--- config.mk ---
export PLATFORM = sky130hd
export DESIGN_NAME = hazard_ctrl_flat
export DESIGN_NICKNAME = d
export VERILOG_FILES = /design/src/rtl/hazard_ctrl_pkg.sv /design/src/rtl/hazard_ctrl_if.sv /design/src/rtl/hazard_ctrl_scoreboard.sv /design/src/rtl/hazard_ctrl.sv /design/src/flat_wrapper.sv
export SDC_FILE = /design/constraint.sdc
export NUM_CORES = 1
export LEC_CHECK = 0
export ABC_AREA = 0
export CAP_MARGIN = 20
export CORE_MARGIN = 5
export CORE_UTILIZATION = 46
export CTS_CLUSTER_DIAMETER = 40
export DETAILED_ROUTE_END_ITERATION = 16
export GPL_TIMING_DRIVEN = 0
export PLACE_DENSITY = 0.79
export SYNTH_ARGS = -nofsm -noshare
export SYNTH_HDL_FRONTEND = slang
export SYNTH_SLANG_ARGS = --single-unit
--- constraint.sdc ---
create_clock -name clk -period 4.7 [get_ports clk]
set_clock_uncertainty 0.15 [all_clocks]
set_input_delay 1.41 -clock clk [delete_from_list [all_inputs] [get_ports clk]]
set_output_delay 1.41 -clock clk [all_outputs]
set_load 0.005 [all_outputs]
--- src/rtl/hazard_ctrl_pkg.sv ---
`default_nettype none
// =============================================================================
//  Module   : hazard_ctrl_pkg
//  Purpose  : Shared pipeline types and constants for the hazard controller.
//  Revision : 1.0  initial release
// =============================================================================
package hazard_ctrl_pkg;

    typedef enum logic [1:0] {
        FWD_RF = 2'b00,
        FWD_W  = 2'b01,
        FWD_M  = 2'b10
    } fwd_sel_e;

    localparam logic [1:0] RESULT_LOAD = 2'b01;

    typedef struct packed {
        logic stall_f;
        logic stall_d;
        logic stall_e;
        logic stall_m;
        logic flush_d;
        logic flush_e;
        logic flush_w;
    } hz_ctl_t;

endpackage
`default_nettype wire

--- src/rtl/hazard_ctrl_if.sv ---
`default_nettype none
// =============================================================================
//  Module   : hazard_ctrl_if
//  Purpose  : Pipeline-to-hazard-unit signal bundle (pipeline = master).
//  Revision : 1.0  initial release
// =============================================================================
interface hazard_ctrl_if
    import hazard_ctrl_pkg::*;
#(
    parameter int REG_AW = 5,
    parameter int CNT_W  = 32
);
    logic [REG_AW-1:0] Rs1D;
    logic [REG_AW-1:0] Rs2D;
    logic [REG_AW-1:0] RdD;
    logic              LongOpD;
    logic [REG_AW-1:0] Rs1E;
    logic [REG_AW-1:0] Rs2E;
    logic [REG_AW-1:0] RdE;
    logic [1:0]        ResultSrcE;
    logic [1:0]        PCSrcE;
    logic              LongIssueE;
    logic [REG_AW-1:0] RdM;
    logic              RegWriteM;
    logic [REG_AW-1:0] RdW;
    logic              RegWriteW;
    logic              MemReadyM;
    logic              LongDone;
    logic [REG_AW-1:0] LongRd;

    fwd_sel_e          ForwardAE;
    fwd_sel_e          ForwardBE;
    logic              StallFetch;
    logic              StallDecode;
    logic              StallExecute;
    logic              StallMemory;
    logic              FlushDecode;
    logic              FlushExecute;
    logic              FlushWriteback;
    logic              LongBusy;
    logic [CNT_W-1:0]  StallCount;

    modport master (
        output Rs1D, Rs2D, RdD, LongOpD, Rs1E, Rs2E, RdE, ResultSrcE, PCSrcE,
               LongIssueE, RdM, RegWriteM, RdW, RegWriteW, MemReadyM,
               LongDone, LongRd,
        input  ForwardAE, ForwardBE, StallFetch, StallDecode, StallExecute,
               StallMemory, FlushDecode, FlushExecute, FlushWriteback,
               LongBusy, StallCount
    );

    modport slave (
        input  Rs1D, Rs2D, RdD, LongOpD, Rs1E, Rs2E, RdE, ResultSrcE, PCSrcE,
               LongIssueE, RdM, RegWriteM, RdW, RegWriteW, MemReadyM,
               LongDone, LongRd,
        output ForwardAE, ForwardBE, StallFetch, StallDecode, StallExecute,
               StallMemory, FlushDecode, FlushExecute, FlushWriteback,
               LongBusy, StallCount
    );

endinterface
`default_nettype wire

--- src/rtl/hazard_ctrl_scoreboard.sv ---
`default_nettype none
// =============================================================================
//  Module   : hazard_scoreboard
//  Purpose  : Per-register pending bits for in-flight long-latency results.
//  Revision : 1.0  initial release
// =============================================================================
module hazard_scoreboard
    import hazard_ctrl_pkg::*;
#(
    parameter int REG_AW   = 5,
    parameter int NUM_REGS = 2**REG_AW
) (
    input  wire logic                clk,
    input  wire logic                rst_n,
    input  wire logic                set_en,
    input  wire logic [REG_AW-1:0]   set_idx,
    input  wire logic                clr_en,
    input  wire logic [REG_AW-1:0]   clr_idx,
    output logic      [NUM_REGS-1:0] pending
);

    for (genvar gi = 0; gi < NUM_REGS; gi++) begin : g_entry
        if (gi == 0) begin : g_zero
            // x0 is hardwired, so it can never be pending
            assign pending[gi] = 1'b0;
        end else begin : g_bit
            localparam logic [REG_AW-1:0] c_idx = REG_AW'(gi);
            logic r_bit;

            // Set is tested first so a same-cycle reissue keeps the bit
            always_ff @(posedge clk) begin
                if (!rst_n) begin
                    r_bit <= 1'b0;
                end else if (set_en && (set_idx == c_idx)) begin
                    r_bit <= 1'b1;
                end else if (clr_en && (clr_idx == c_idx)) begin
                    r_bit <= 1'b0;
                end
            end

            assign pending[gi] = r_bit;
        end
    end

endmodule
`default_nettype wire

--- src/rtl/hazard_ctrl.sv ---
`default_nettype none
// =============================================================================
//  Module   : hazard_ctrl
//  Purpose  : Pipeline forwarding, stall/flush priority and long-op tracking.
//  Revision : 1.0  initial release
// =============================================================================
module hazard_ctrl
    import hazard_ctrl_pkg::*;
#(
    parameter int REG_AW   = 5,
    parameter int NUM_REGS = 2**REG_AW,
    parameter int CNT_W    = 32
) (
    input  wire logic  clk,
    input  wire logic  rst_n,
    hazard_ctrl_if.slave hz
);

    logic [NUM_REGS-1:0] w_pending;
    logic                r_long_busy;
    logic [CNT_W-1:0]    r_stall_cnt;
    logic                w_load_use;
    logic                w_sb_hz;
    logic                w_struct_hz;
    logic                w_dec_hz;
    logic                w_redirect;
    logic                w_issue;
    hz_ctl_t             w_ctl;

    function automatic fwd_sel_e f_fwd(
        input logic [REG_AW-1:0] rs,
        input logic [REG_AW-1:0] rdm,
        input logic              wem,
        input logic [REG_AW-1:0] rdw,
        input logic              wew
    );
        if ((rs != '0) && wem && (rs == rdm)) begin
            return FWD_M;
        end else if ((rs != '0) && wew && (rs == rdw)) begin
            return FWD_W;
        end
        return FWD_RF;
    endfunction

    // A register is busy if already pending or being claimed by the issuing op
    function automatic logic f_busy_reg(
        input logic [REG_AW-1:0]   idx,
        input logic [NUM_REGS-1:0] pend,
        input logic                iss,
        input logic [REG_AW-1:0]   rde
    );
        logic hit;
        hit = 1'b0;
        if (idx != '0) begin
            if (int'(idx) < NUM_REGS) begin
                hit = pend[idx];
            end
            if (iss && (idx == rde)) begin
                hit = 1'b1;
            end
        end
        return hit;
    endfunction

    assign hz.ForwardAE = f_fwd(hz.Rs1E, hz.RdM, hz.RegWriteM, hz.RdW, hz.RegWriteW);
    assign hz.ForwardBE = f_fwd(hz.Rs2E, hz.RdM, hz.RegWriteM, hz.RdW, hz.RegWriteW);

    assign w_load_use  = (hz.ResultSrcE == RESULT_LOAD) && (hz.RdE != '0) &&
                         ((hz.RdE == hz.Rs1D) || (hz.RdE == hz.Rs2D));
    assign w_sb_hz     = f_busy_reg(hz.Rs1D, w_pending, hz.LongIssueE, hz.RdE) ||
                         f_busy_reg(hz.Rs2D, w_pending, hz.LongIssueE, hz.RdE) ||
                         f_busy_reg(hz.RdD,  w_pending, hz.LongIssueE, hz.RdE);
    assign w_struct_hz = hz.LongOpD && (r_long_busy || hz.LongIssueE);
    assign w_dec_hz    = w_load_use || w_sb_hz || w_struct_hz;
    assign w_redirect  = (hz.PCSrcE != 2'b00);

    // Memory stall freezes everything; the deferred response fires once it lifts
    always_comb begin
        w_ctl = '0;
        if (!hz.MemReadyM) begin
            w_ctl.stall_f = 1'b1;
            w_ctl.stall_d = 1'b1;
            w_ctl.stall_e = 1'b1;
            w_ctl.stall_m = 1'b1;
            w_ctl.flush_w = 1'b1;
        end else if (w_redirect) begin
            w_ctl.flush_d = 1'b1;
            w_ctl.flush_e = 1'b1;
        end else if (w_dec_hz) begin
            w_ctl.stall_f = 1'b1;
            w_ctl.stall_d = 1'b1;
            w_ctl.flush_e = 1'b1;
        end
    end

    assign hz.StallFetch     = w_ctl.stall_f;
    assign hz.StallDecode    = w_ctl.stall_d;
    assign hz.StallExecute   = w_ctl.stall_e;
    assign hz.StallMemory    = w_ctl.stall_m;
    assign hz.FlushDecode    = w_ctl.flush_d;
    assign hz.FlushExecute   = w_ctl.flush_e;
    assign hz.FlushWriteback = w_ctl.flush_w;

    assign w_issue = hz.LongIssueE && !w_ctl.stall_e && (hz.RdE != '0);

    hazard_scoreboard #(
        .REG_AW   (REG_AW),
        .NUM_REGS (NUM_REGS)
    ) u_scoreboard (
        .clk     (clk),
        .rst_n   (rst_n),
        .set_en  (w_issue),
        .set_idx (hz.RdE),
        .clr_en  (hz.LongDone),
        .clr_idx (hz.LongRd),
        .pending (w_pending)
    );

    always_ff @(posedge clk) begin
        if (!rst_n) begin
            r_long_busy <= 1'b0;
        end else if (w_issue) begin
            r_long_busy <= 1'b1;
        end else if (hz.LongDone) begin
            r_long_busy <= 1'b0;
        end
    end

    always_ff @(posedge clk) begin
        if (!rst_n) begin
            r_stall_cnt <= '0;
        end else if (w_ctl.stall_d && (r_stall_cnt != '1)) begin
            r_stall_cnt <= r_stall_cnt + 1'b1;
        end
    end

    assign hz.LongBusy   = r_long_busy;
    assign hz.StallCount = r_stall_cnt;

endmodule
`default_nettype wire

--- src/flat_wrapper.sv ---
// flat-port wrapper written by rule: the top's interface ports become plain ports
module hazard_ctrl_flat import hazard_ctrl_pkg::*;
#(
    parameter int REG_AW   = 5,
    parameter int NUM_REGS = 2**REG_AW,
    parameter int CNT_W    = 32
)
  (clk, rst_n, hz_Rs1D, hz_Rs2D, hz_RdD, hz_LongOpD, hz_Rs1E, hz_Rs2E, hz_RdE, hz_ResultSrcE, hz_PCSrcE, hz_LongIssueE, hz_RdM, hz_RegWriteM, hz_RdW, hz_RegWriteW, hz_MemReadyM, hz_LongDone, hz_LongRd, hz_ForwardAE, hz_ForwardBE, hz_StallFetch, hz_StallDecode, hz_StallExecute, hz_StallMemory, hz_FlushDecode, hz_FlushExecute, hz_FlushWriteback, hz_LongBusy, hz_StallCount);
  hazard_ctrl_if #(.REG_AW(REG_AW), .CNT_W(CNT_W)) hz_i ();
  input  wire logic clk;
  input  wire logic rst_n;
  input wire logic [$bits(hz_i.Rs1D)-1:0] hz_Rs1D;
  input wire logic [$bits(hz_i.Rs2D)-1:0] hz_Rs2D;
  input wire logic [$bits(hz_i.RdD)-1:0] hz_RdD;
  input wire logic [$bits(hz_i.LongOpD)-1:0] hz_LongOpD;
  input wire logic [$bits(hz_i.Rs1E)-1:0] hz_Rs1E;
  input wire logic [$bits(hz_i.Rs2E)-1:0] hz_Rs2E;
  input wire logic [$bits(hz_i.RdE)-1:0] hz_RdE;
  input wire logic [$bits(hz_i.ResultSrcE)-1:0] hz_ResultSrcE;
  input wire logic [$bits(hz_i.PCSrcE)-1:0] hz_PCSrcE;
  input wire logic [$bits(hz_i.LongIssueE)-1:0] hz_LongIssueE;
  input wire logic [$bits(hz_i.RdM)-1:0] hz_RdM;
  input wire logic [$bits(hz_i.RegWriteM)-1:0] hz_RegWriteM;
  input wire logic [$bits(hz_i.RdW)-1:0] hz_RdW;
  input wire logic [$bits(hz_i.RegWriteW)-1:0] hz_RegWriteW;
  input wire logic [$bits(hz_i.MemReadyM)-1:0] hz_MemReadyM;
  input wire logic [$bits(hz_i.LongDone)-1:0] hz_LongDone;
  input wire logic [$bits(hz_i.LongRd)-1:0] hz_LongRd;
  output wire logic [$bits(hz_i.ForwardAE)-1:0] hz_ForwardAE;
  output wire logic [$bits(hz_i.ForwardBE)-1:0] hz_ForwardBE;
  output wire logic [$bits(hz_i.StallFetch)-1:0] hz_StallFetch;
  output wire logic [$bits(hz_i.StallDecode)-1:0] hz_StallDecode;
  output wire logic [$bits(hz_i.StallExecute)-1:0] hz_StallExecute;
  output wire logic [$bits(hz_i.StallMemory)-1:0] hz_StallMemory;
  output wire logic [$bits(hz_i.FlushDecode)-1:0] hz_FlushDecode;
  output wire logic [$bits(hz_i.FlushExecute)-1:0] hz_FlushExecute;
  output wire logic [$bits(hz_i.FlushWriteback)-1:0] hz_FlushWriteback;
  output wire logic [$bits(hz_i.LongBusy)-1:0] hz_LongBusy;
  output wire logic [$bits(hz_i.StallCount)-1:0] hz_StallCount;
  assign hz_i.Rs1D = hz_Rs1D;
  assign hz_i.Rs2D = hz_Rs2D;
  assign hz_i.RdD = hz_RdD;
  assign hz_i.LongOpD = hz_LongOpD;
  assign hz_i.Rs1E = hz_Rs1E;
  assign hz_i.Rs2E = hz_Rs2E;
  assign hz_i.RdE = hz_RdE;
  assign hz_i.ResultSrcE = hz_ResultSrcE;
  assign hz_i.PCSrcE = hz_PCSrcE;
  assign hz_i.LongIssueE = hz_LongIssueE;
  assign hz_i.RdM = hz_RdM;
  assign hz_i.RegWriteM = hz_RegWriteM;
  assign hz_i.RdW = hz_RdW;
  assign hz_i.RegWriteW = hz_RegWriteW;
  assign hz_i.MemReadyM = hz_MemReadyM;
  assign hz_i.LongDone = hz_LongDone;
  assign hz_i.LongRd = hz_LongRd;
  assign hz_ForwardAE = hz_i.ForwardAE;
  assign hz_ForwardBE = hz_i.ForwardBE;
  assign hz_StallFetch = hz_i.StallFetch;
  assign hz_StallDecode = hz_i.StallDecode;
  assign hz_StallExecute = hz_i.StallExecute;
  assign hz_StallMemory = hz_i.StallMemory;
  assign hz_FlushDecode = hz_i.FlushDecode;
  assign hz_FlushExecute = hz_i.FlushExecute;
  assign hz_FlushWriteback = hz_i.FlushWriteback;
  assign hz_LongBusy = hz_i.LongBusy;
  assign hz_StallCount = hz_i.StallCount;
  hazard_ctrl #(.REG_AW(REG_AW), .NUM_REGS(NUM_REGS), .CNT_W(CNT_W)) u_core (.clk(clk), .rst_n(rst_n), .hz(hz_i));
endmodule
# Word-level counts from Yosys, hierarchy flattened
# Cells that the tools add are included.
# word_totals
wordCells	330
inputBits	57
output_inout_bits	44
reg_bits	64
# op_classes
reduce_logical	125
n_eq_ne	73
add_sub_neg	1
magnitude_cmp	3
mux	95
# ops
operator	n
5-bit equality test (second input constant)	32
1-bit 2-to-1 mux	81
5-bit by 4-bit equality test with 1-bit output (second input constant)	16
1-bit logical AND	79
2-bit nonzero test	33
5-bit equality test	9
5-bit by 3-bit equality test with 1-bit output (second input constant)	8
32-bit by 1-bit adder with 32-bit output (second input constant)	1
32-bit inequality test (second input constant)	1
5-bit nonzero test	6
2-bit 2-to-1 mux	11
5-bit by 2-bit equality test with 1-bit output (second input constant)	4
5-bit by 6-bit < comparator with 1-bit output (second input constant)	3
1-bit binary-select mux with 5-bit select	3
5-bit by 1-bit equality test with 1-bit output (second input constant)	2
1-bit logical OR	6
2-bit by 1-bit equality test with 1-bit output (second input constant)	1
1-bit logical NOT	1

# Longest topological paths before layout
# Gate-level depths: netlist of run 1.
# logic_depth
ltp_word	12
depth_mapped	11
ltp_nobuf	9

# By module
# Synthesis of run 1 repeated with hierarchy kept, for this count alone.
# unflattened
cells_unflattened	532
hier_area_um2	4749.6
# modules_own_cells
module	cells_each	n_inst	seq_area_each_um2	area_per_inst_um2
hazard_ctrl	357	1	660.6	3114.2
hazard_scoreboard	175	1	620.6	1635.3

# Least setup slack after synthesis of run 1
# Ideal clock, no wire load.
# synth_timing
path_type	in2out
startpoint	input port hz_Rs2D[1]
endpoint	output port hz_StallFetch
path_buffers	3
path_slack_ns	-0.178
stages	10
required_time_ns	3.140
arrival_ns	3.318
path_cell_list	buf_2 or4_1 o21ai_0 a2111oi_0 nor3_1 o211ai_2 o21ai_2 buf_6 inv_2 buf_4
# synth_between
elab_chain_cells	11
word_cells_on_any_way	17
cone_classes	eq/ne: 2; mux: 7; reduce/logical: 8
# synth_lines
element	line_no	text
start: declaration	flat_wrapper.sv:13	input wire logic [$bits(hz_i.Rs2D)-1:0] hz_Rs2D;
1-bit binary-select mux with 5-bit select / 5-bit equality test (equally long branches)	hazard_ctrl.sv:56, hazard_ctrl.sv:58, hazard_ctrl.sv:69	
1-bit 2-to-1 mux (not written as such) / 1-bit logical AND (equally long branches)	hazard_ctrl.sv:56, hazard_ctrl.sv:58	
1-bit 2-to-1 mux	hazard_ctrl.sv:58	if (iss && (idx == rde)) begin
1-bit 2-to-1 mux	hazard_ctrl.sv:54	if (idx != '0) begin
1-bit logical OR	hazard_ctrl.sv:70	assign w_sb_hz = f_busy_reg(hz.Rs1D, w_pending, hz.LongIssueE, hz.RdE) ||
1-bit logical OR	hazard_ctrl.sv:71	f_busy_reg(hz.Rs2D, w_pending, hz.LongIssueE, hz.RdE) ||
1-bit logical OR * (2 in a row)	hazard_ctrl.sv:74	assign w_dec_hz = w_load_use || w_sb_hz || w_struct_hz;
2-bit 2-to-1 mux *	hazard_ctrl.sv:89	end else if (w_dec_hz) begin
2-bit 2-to-1 mux *	hazard_ctrl.sv:86	end else if (w_redirect) begin
2-bit 2-to-1 mux *	hazard_ctrl.sv:80	if (!hz.MemReadyM) begin
end: declaration	flat_wrapper.sv:31	output wire logic [$bits(hz_i.StallFetch)-1:0] hz_StallFetch;
# Every way passes the cells marked *; elsewhere a longest branch is shown, timed or not. The select of a mux whose other input is x is not followed.

# Worst setup path in the final report of run 1
# layout_timing
startpoint	input port hz_Rs2D[3]
endpoint	output port hz_StallFetch
# The elaborated chain is that of the path after synthesis.

==> results summary, run 1 <==
The run finished, with violations left. The checks that failed: negative setup slack. Setup repair after global routing could not meet its margin everywhere. The net load switching power came out at 368.6 uW. The net count after synthesis is approximately 600. The mean number of vias per cell is approximately 6.1. The remaining design rule violation count is 0.

The routed wire length came out at 15060 um. The multi-input combinational cell area is 0.003030 mm2. The count of pins over their slew limit is 0. The post-synthesis average cell area came out at around 8.3 um2. The clock latency at the later pin of the worst-skew pair is 0.34 ns. The final period demand of the worst path came out at 5.054 ns.

The number of antenna violations at the first check in global routing came to 0. The sum of internal, switching and leakage power is 1405 uW. The number of antenna diodes in the final layout is 0.

The placeable core region is between 0.009 and 0.01 mm2. Once the floorplan was initialized, standard cells occupied 47.28% of the core. The endpoint of the worst-slack reg-to-reg timing path is u_core.hz.StallCount[27]. The total iterations of the first detailed-routing run is 5.

Counting the fill cells in the layout gives 799. The total number of yosys warnings came out at 0. The number of DRC markers in iteration 0 came out at 351. The global router's overall resource usage is 25.45%. The worst hold path was traced through 2 stages. The number of input and output port buffers inserted is between 90 and 100. For the worst setup path, the data required time is 3.14 ns. The cell row count is 35. The areal power density over the cells is 233.4 mW/mm2. The worst-case reg-to-reg path depth is 10. The number of buffers added by the clock tree synthesis step came out at 9. The clock group share of total power is 42.5%. The flop-to-flop setup slack came out at between 1 and 1.5 ns. The kind of start point of the critical path is an input pin. The placed cell count is 750.

The non-filler instance count after layout came out at 779. The commonest register cell after synthesis is dfxtp_1. The count of endpoints failing hold in the final timing report came out at 0. Global routing finished with a remaining overflow of 0. The count of cell types in the netlist came out at 53. The final standard cell area without fillers came out at 0.006018 mm2. The part of the power in registers is roughly two fifths. IR analysis of the VDD net gives a maximum drop of roughly 0.00018 V. The number of enable-type register cells in the synthesized netlist is 0. The slew at the pin closest to its max-slew limit came out at 0.9012 ns. In this run the most critical hold path is launched from u_core.hz.StallCount[20]. Cell internal power was estimated by the tool at between 1000 and 1500 uW.

The HPWL after detailed placement is 11010 um. For the worst setup path, the data arrival time is 3.49 ns. Entering global routing, the biggest net connects 13 pins.

At the end of the flow the core is filled with cells to between 60% and 70%. The total of flip-flops plus latches after synthesis is 64. The largest fanout of any net on the critical path came out at 5.

The total number of H-tree levels is 3. Cells with a size suffix above 1 make up 15.85% of the layout. After clock tree synthesis, the clock-pin slew on the worst setup and hold paths is 0.07 ns. The post-place instance area is 0.005508 mm2. The async set-or-reset flop fraction in the synthesized netlist is 0%. The first global-routing pass estimated 23690 um of wire.

The root cell of the clock tree is clkbuf_8. STA classifies the critical path endpoint as a primary output. The tree built by TritonCTS fans out to 64 sinks. The worst setup margin is -0.3535 ns. In the final routed layout, each cell accounts on average for 19.33 um.

Counting along the longest clock path gives a buffer depth of 2. The worst hold path belongs to the class reg -> reg. The die covers 0.01160 mm2.

The TritonCTS clock tree is yes. The die extent in x came out at 107.7 um. The worst setup path is of the in -> out kind. The achievable frequency is between 150 and 200 MHz. The part of the total power dissipated in combinational logic is 18.2%. For this design the top-level I/O count stands at 101. The period utilization came out at 107.5%. Net switching is a little over a quarter of the power. The top cell types in the final layout, fill and taps aside, are 71 x clkdlybuf4s50_1, 64 x dfxtp_1, 60 x a21oi_1, 58 x nand2_1, 41 x o21ai_0. The net count of the finished layout came out at 703. The share of synthesized area occupied by flip-flops and latches is 29.19%. The max capacitance violation total is 0. The synthesized cell area is 0.004389 mm2. Compared with the post-synthesis result, the final layout area differs by 37.12%.

Routability-driven placement finished with a final weighted congestion of 0.9911. The detailed-route via count came out at 4750. The number of routed nets with antenna violations is 0. The number of global-route vias before repair came out at 4884.

The endpoint of the worst hold-timing path is u_core.hz.StallCount[20]. The flip-flop and latch area is 0.001281 mm2. Measured against its own limit, the worst slew margin works out to about two fifths. Leaving out fill and tap cells, the most frequent cell in the layout is clkdlybuf4s50_1.

The launch instance of the worst register-to-register path is u_core.hz.StallCount[0]. The die extent in y is 107.7 um. The number of failing setup endpoints in the final timing report is 3. Counting every instance in the synthesized netlist gives 530. In this run the static leakage power is 0.001995 uW.
## stage by stage
stage                     worst slack (ns)  hold WS, ns   TNS, ns
after global placement              -1.391       0.3323    -5.826
after floorplan                   -0.03715       0.3186  -0.03715
final                              -0.3535       0.3617   -0.9250
after global routing               -0.4053       0.3796    -1.140
after detailed placement            -1.426       0.3401    -7.960
after CTS                          -0.3114       0.3505   -0.8414
## cells in the mapped netlist (3+ instances only)
cell | number | area share (%)
dfxtp_1 | 64 | 29
a21oi_1 | 60 | 6.8
nand2_1 | 59 | 5.0
o21ai_0 | 46 | 5.2
nand3_1 | 30 | 3.4
xnor2_1 | 25 | 5.0
clkbuf_1 | 21 | 1.8
or4_1 | 20 | 3.4
mux2i_1 | 16 | 3.6
mux4_2 | 16 | 8.2
nand4_1 | 14 | 2.0
o31ai_1 | 14 | 2.4
nor2_1 | 13 | 1.1
nor2b_1 | 11 | 1.6
or3_1 | 11 | 1.6
xor2_1 | 10 | 2.0
nor3_1 | 8 | 0.91
inv_1 | 7 | 0.60
nand2b_1 | 7 | 1.0
buf_2 | 6 | 0.68
o21a_1 | 5 | 0.86
and2_1 | 4 | 0.57
and3_1 | 4 | 0.57
and4_1 | 4 | 0.80
buf_1 | 4 | 0.34
mux4_1 | 4 | 2.4
nor4_1 | 4 | 0.57
a31o_2 | 3 | 0.60
buf_4 | 3 | 0.51
mux2_2 | 3 | 0.77
## cells by family after synthesis
kind of cell,count (synthesis),share of synthesized area (%)
AO/OA/AOI/OAI,145,19.19
XOR/XNOR,35,6.984
adder cells (fa/ha/maj),1,0.2850
buffers and inverters,45,4.618
flip-flops,64,29.19
multiplexers,39,15.02
AND/OR/NAND/NOR,201,24.71
## cell type report
cell class	count	area share (%)
inverters	9	0.6861
well taps	129	2.682
clock inverters	6	1.913
repair buffers	105	17.21
multi-input cells	421	50.35
plain buffers	35	3.576
flip-flops and latches	64	21.29
clock buffers	10	2.287
## flip-flops by register name, indices dropped and copies added (netlist names)
signal and cells:
u_core.u_scoreboard.g_entry.g_bit.r_bit 31, u_core.hz.StallCount 32, u_core.hz.LongBusy 1
## worst max-delay path: stages
cell,delay [ns]
dlygate4sd2_1,0.30
or4_4,0.51
o21ai_2,0.18
a2111oi_2,0.10
nor3_2,0.19
buf_4,0.16
o211ai_4,0.10
o21ai_4,0.29
inv_8,0.05
buf_6,0.11
buf_6,0.10
## repair_timing
action                     CTS  global route
gates resized for setup     62            32
setup buffers               11             2
setup endpoints to repair    5             6
cloned                       1             0
pin swaps                    8            11
hold buffers                 0             0
## metal layers
layer | global-route usage (%) | part of all wire [%] | up-vias
met5 | 0 | 0 | -
met4 | 14.52 | 4.6 | 0
met3 | 5.339 | 8.5 | 54
met2 | 42.14 | 48 | 269
met1 | 30.44 | 39 | 2208
li1 | - | - | 2219
## power by group through the flow
stage	registers, uW	clock network (uW)	logic (uW)
after floorplan	562	0	119
after global placement	563	0	220
after detailed placement	564	0	224
after CTS	551	597	242
after global routing	552	621	272
final	551	597	256
## worst max-delay path by stage
stage | startpoint | endpoint | slack, ns | depth (start not counted)
finish | hz_Rs2D[3] | hz_StallFetch | -0.35 | 11
CTS | hz_RdD[0] | hz_StallFetch | -0.31 | 12
detailed placement | hz_RdD[0] | hz_StallFetch | -1.43 | 12
floorplan | hz_RdD[0] | hz_StallFetch | -0.04 | 10
global route | hz_Rs2D[2] | hz_StallFetch | -0.41 | 11
global placement | hz_RdD[0] | hz_StallFetch | -1.39 | 12
Power figures use the tool's default switching activity.
==> run 2, diff against run 1 <==
- PLACE_DENSITY: 0.79 -> 0.81
- RECOVER_POWER: not set -> 50
==> run 2 against run 1 <==
- the flow still finishes with violations (negative setup slack)
- worst hold slack got worse by 0.00053 ns
- sequential share of layout area rose by 0.12 points
- die area did not move
- clock power rose by 1%
- largest power group unchanged
==> results summary, run 2 (synthesized netlist as in run 1, its figures left out) <==
The startpoint-to-endpoint class of the critical path was in -> out (unchanged). The clock latency at the later pin of the worst-skew pair came out at 0.35 ns (was 0.34 ns). The number of DRC markers in iteration 0 is 382 (was 351). The global router's overall resource usage came out at 25.95% (was 25.45%). The diode insertion count for antenna repair came to 0 (unchanged).

The non-filler instance count after layout came out at 781 (was 779). The clock edge transition at the registers on the reported setup and hold paths is 0.07 ns (about the same). The share of final-layout standard cells stronger than drive strength 1 is 15.95% (was 15.85%). The mean number of vias per cell is 6.301 (was 6.098).

The maximum root-to-sink buffer count is 2 (unchanged). The arrival time at the worst endpoint is 3.44 ns (was 3.49 ns). The worst relative slew slack came out at 40.38% (was 39.42%).

The post-placement worst setup slack came out at -1.452 ns (was -1.426 ns). The placeable core region came out at 0.009284 mm2 (unchanged). Setup repair after global routing missed its margin: true (unchanged). The flip-flop count of the largest register, all copies and words added is 32 (unchanged). The detailed-route via count is 4921 (was 4750).

The nature of the critical path endpoint is a primary output (unchanged). The number of input and output port buffers inserted came out at 91 (unchanged). The areal power density over the cells came out at 234.7 mW/mm2 (was 233.4 mW/mm2). Violated checks: negative setup slack (unchanged). The total number of H-tree levels came out at 3 (unchanged). The root cell of the clock tree was clkbuf_8 (unchanged). The number of buffers added by the clock tree synthesis step is 9 (unchanged). The die extent in y came out at 107.7 um (unchanged). The remaining design rule violation count came out at 0 (unchanged). The standard cell with the maximum stage delay on the critical path was mux4_1 (was or4_4). The count of endpoints failing hold in the final timing report came out at 0 (unchanged). The number of failing setup endpoints in the final timing report came to 3 (unchanged).

The worst hold-check path type is reg -> reg (unchanged). The die outline area is 0.01160 mm2 (unchanged). The period utilization came out at 106.5% (was 107.5%). The residual overflow from global routing was 0 (unchanged). The final period demand of the worst path was 5.004 ns (was 5.054 ns). The max capacitance violation total is 0 (unchanged).

The count of pins over their slew limit was 0 (unchanged). The routed wire length is 15200 um (was 15060 um). The pin count of the biggest net entering global routing came out at 13 (unchanged). Cell chain of the critical path: buf_8, buf_8, buf_4, mux4_1, mux2i_1, o2111a_2, o211ai_4, o21ai_4, inv_8, buf_6, buf_6 (was dlygate4sd2_1, or4_4, o21ai_2, a2111oi_2, nor3_2, buf_4, o211ai_4, o21ai_4, inv_8, buf_6, buf_6). The wire length of the first global-routing pass came out at 24000 um (was 23690 um).

The placed cell count came out at 750 (unchanged). The wire length per cell after detailed routing is 19.46 um (was 19.33 um). The number of I/O pins came out at 101 (unchanged).

The number of antenna violations at the first check in global routing came out at 0 (unchanged). The number of buffers inserted for hold repair after clock tree synthesis came to 0 (unchanged). The cell row count came out at 35 (unchanged). The worst-case vdd ir drop came out at 0.0001712 V (was 0.0001807 V).

The clock sink count is 64 (unchanged). The kind of start point of the critical path is an input pin (unchanged). The die extent in x is 107.7 um (unchanged).

The share of the core filled with cells in the final layout is 64.47% (was 64.82%). The achievable frequency is 199.9 MHz (was 197.9 MHz). Status: finished, violations left (unchanged).

The slew at the pin closest to its max-slew limit is 0.8869 ns (was 0.9012 ns). The number of routed nets with antenna violations came to 0 (unchanged). The net count of the finished layout came out at 705 (was 703). The total iterations of the first detailed-routing run is 5 (unchanged). The data required time at the worst endpoint is 3.14 ns (about the same). The number of global-route vias before repair is 4928 (was 4884). The TritonCTS clock tree is yes (unchanged). The initial core utilization came out at 47.28% (unchanged).

The routability-driven placement congestion ratio is 0.9811 (was 0.9911). Most frequent cells in the layout: 64 x dfxtp_1, 60 x a21oi_1, 58 x nand2_1, 42 x o21ai_0, 36 x clkdlybuf4s50_1 (was 71 x clkdlybuf4s50_1, 64 x dfxtp_1, 60 x a21oi_1, 58 x nand2_1, 41 x o21ai_0). The highest cell delay on the worst timing path is 0.53 ns (was 0.51 ns). The area overhead of the layout relative to synthesis is 36.37% (was 37.12%). The HPWL after detailed placement came to 11110 um (was 11010 um). The most common cell after layout, fill and taps aside is dfxtp_1 (was clkdlybuf4s50_1).

The static power due to leakage is 0.002101 uW (was 0.001995 uW). The worst setup margin is -0.3036 ns (was -0.3535 ns). The largest fanout of any net on the critical path is 6 (was 5).
-- run 2: power by group --
group,leakage [uW],switching (uW),internal [uW],total (uW)
combinational,0.00146,133,116,249
sequential,0.000516,5.26,546,551
clock,0.000123,235,370,605
-- run 2: repair_timing --
item / CTS / global route
buffers inserted: 15 / 0
hold endpoints to repair: 0 / 0
pin swaps: 9 / 7
cloned: 1 / 0
setup endpoints to repair: 6 / 7
gates resized for setup: 69 / 24
-- run 2: through the flow --
stage | area (um2) | TNS (ns) | hold slack, ns | power, uW
final | 5986 | -0.6430 | 0.3612 | 1405
after global routing | 5986 | -0.7808 | 0.3761 | 1447
after CTS | 5938 | -0.6988 | 0.3656 | 1399
after detailed placement | 5508 | -8.379 | 0.3507 | 788.1
after global placement | 5508 | -8.137 | 0.3334 | 784.1
after floorplan | 4436 | -0.03715 | 0.3186 | 681.8
-- run 2: worst max-delay path, delay by kind of cell --
family	cells	cell delay, ns
buffers and inverters	6	0.59
AOI/OAI and AO/OA	3	0.66
muxes	2	0.76
-- run 2: path summary, 6_finish.rpt --
kind | from | to | slack, ns | cells past startpoint
max | hz_RdD[0] | hz_StallFetch | -0.30 | 11
min reg2reg | u_core.hz.StallCount[20] | u_core.hz.StallCount[20] | 0.36 | 2
min | u_core.hz.StallCount[20] | u_core.hz.StallCount[20] | 0.36 | 2
max reg2reg | u_core.hz.StallCount[2] | u_core.hz.StallCount[1] | 1.23 | 10
-- run 2: cell type report --
cell class                      instances  area [um2]
Sequential cell                        64        1281
Clock buffer                           10       137.6
Multi-Input combinational cell        421        3010
Clock inverter                          6       115.1
Inverter                                9       41.29
Buffer                                 35       222.7
Tap cell                              129       161.4
Timing Repair Buffer                  107        1016
Fill cell                             767        3298
-- run 2: metal layers --
layer | wire length, um | track usage (%) | up-vias
met3 | 1535 | 5.639 | 64
met5 | 0 | 0 | -
met2 | 7297 | 43.21 | 332
met4 | 629 | 14.52 | 0
met1 | 5736 | 30.82 | 2297
li1 | - | - | 2228
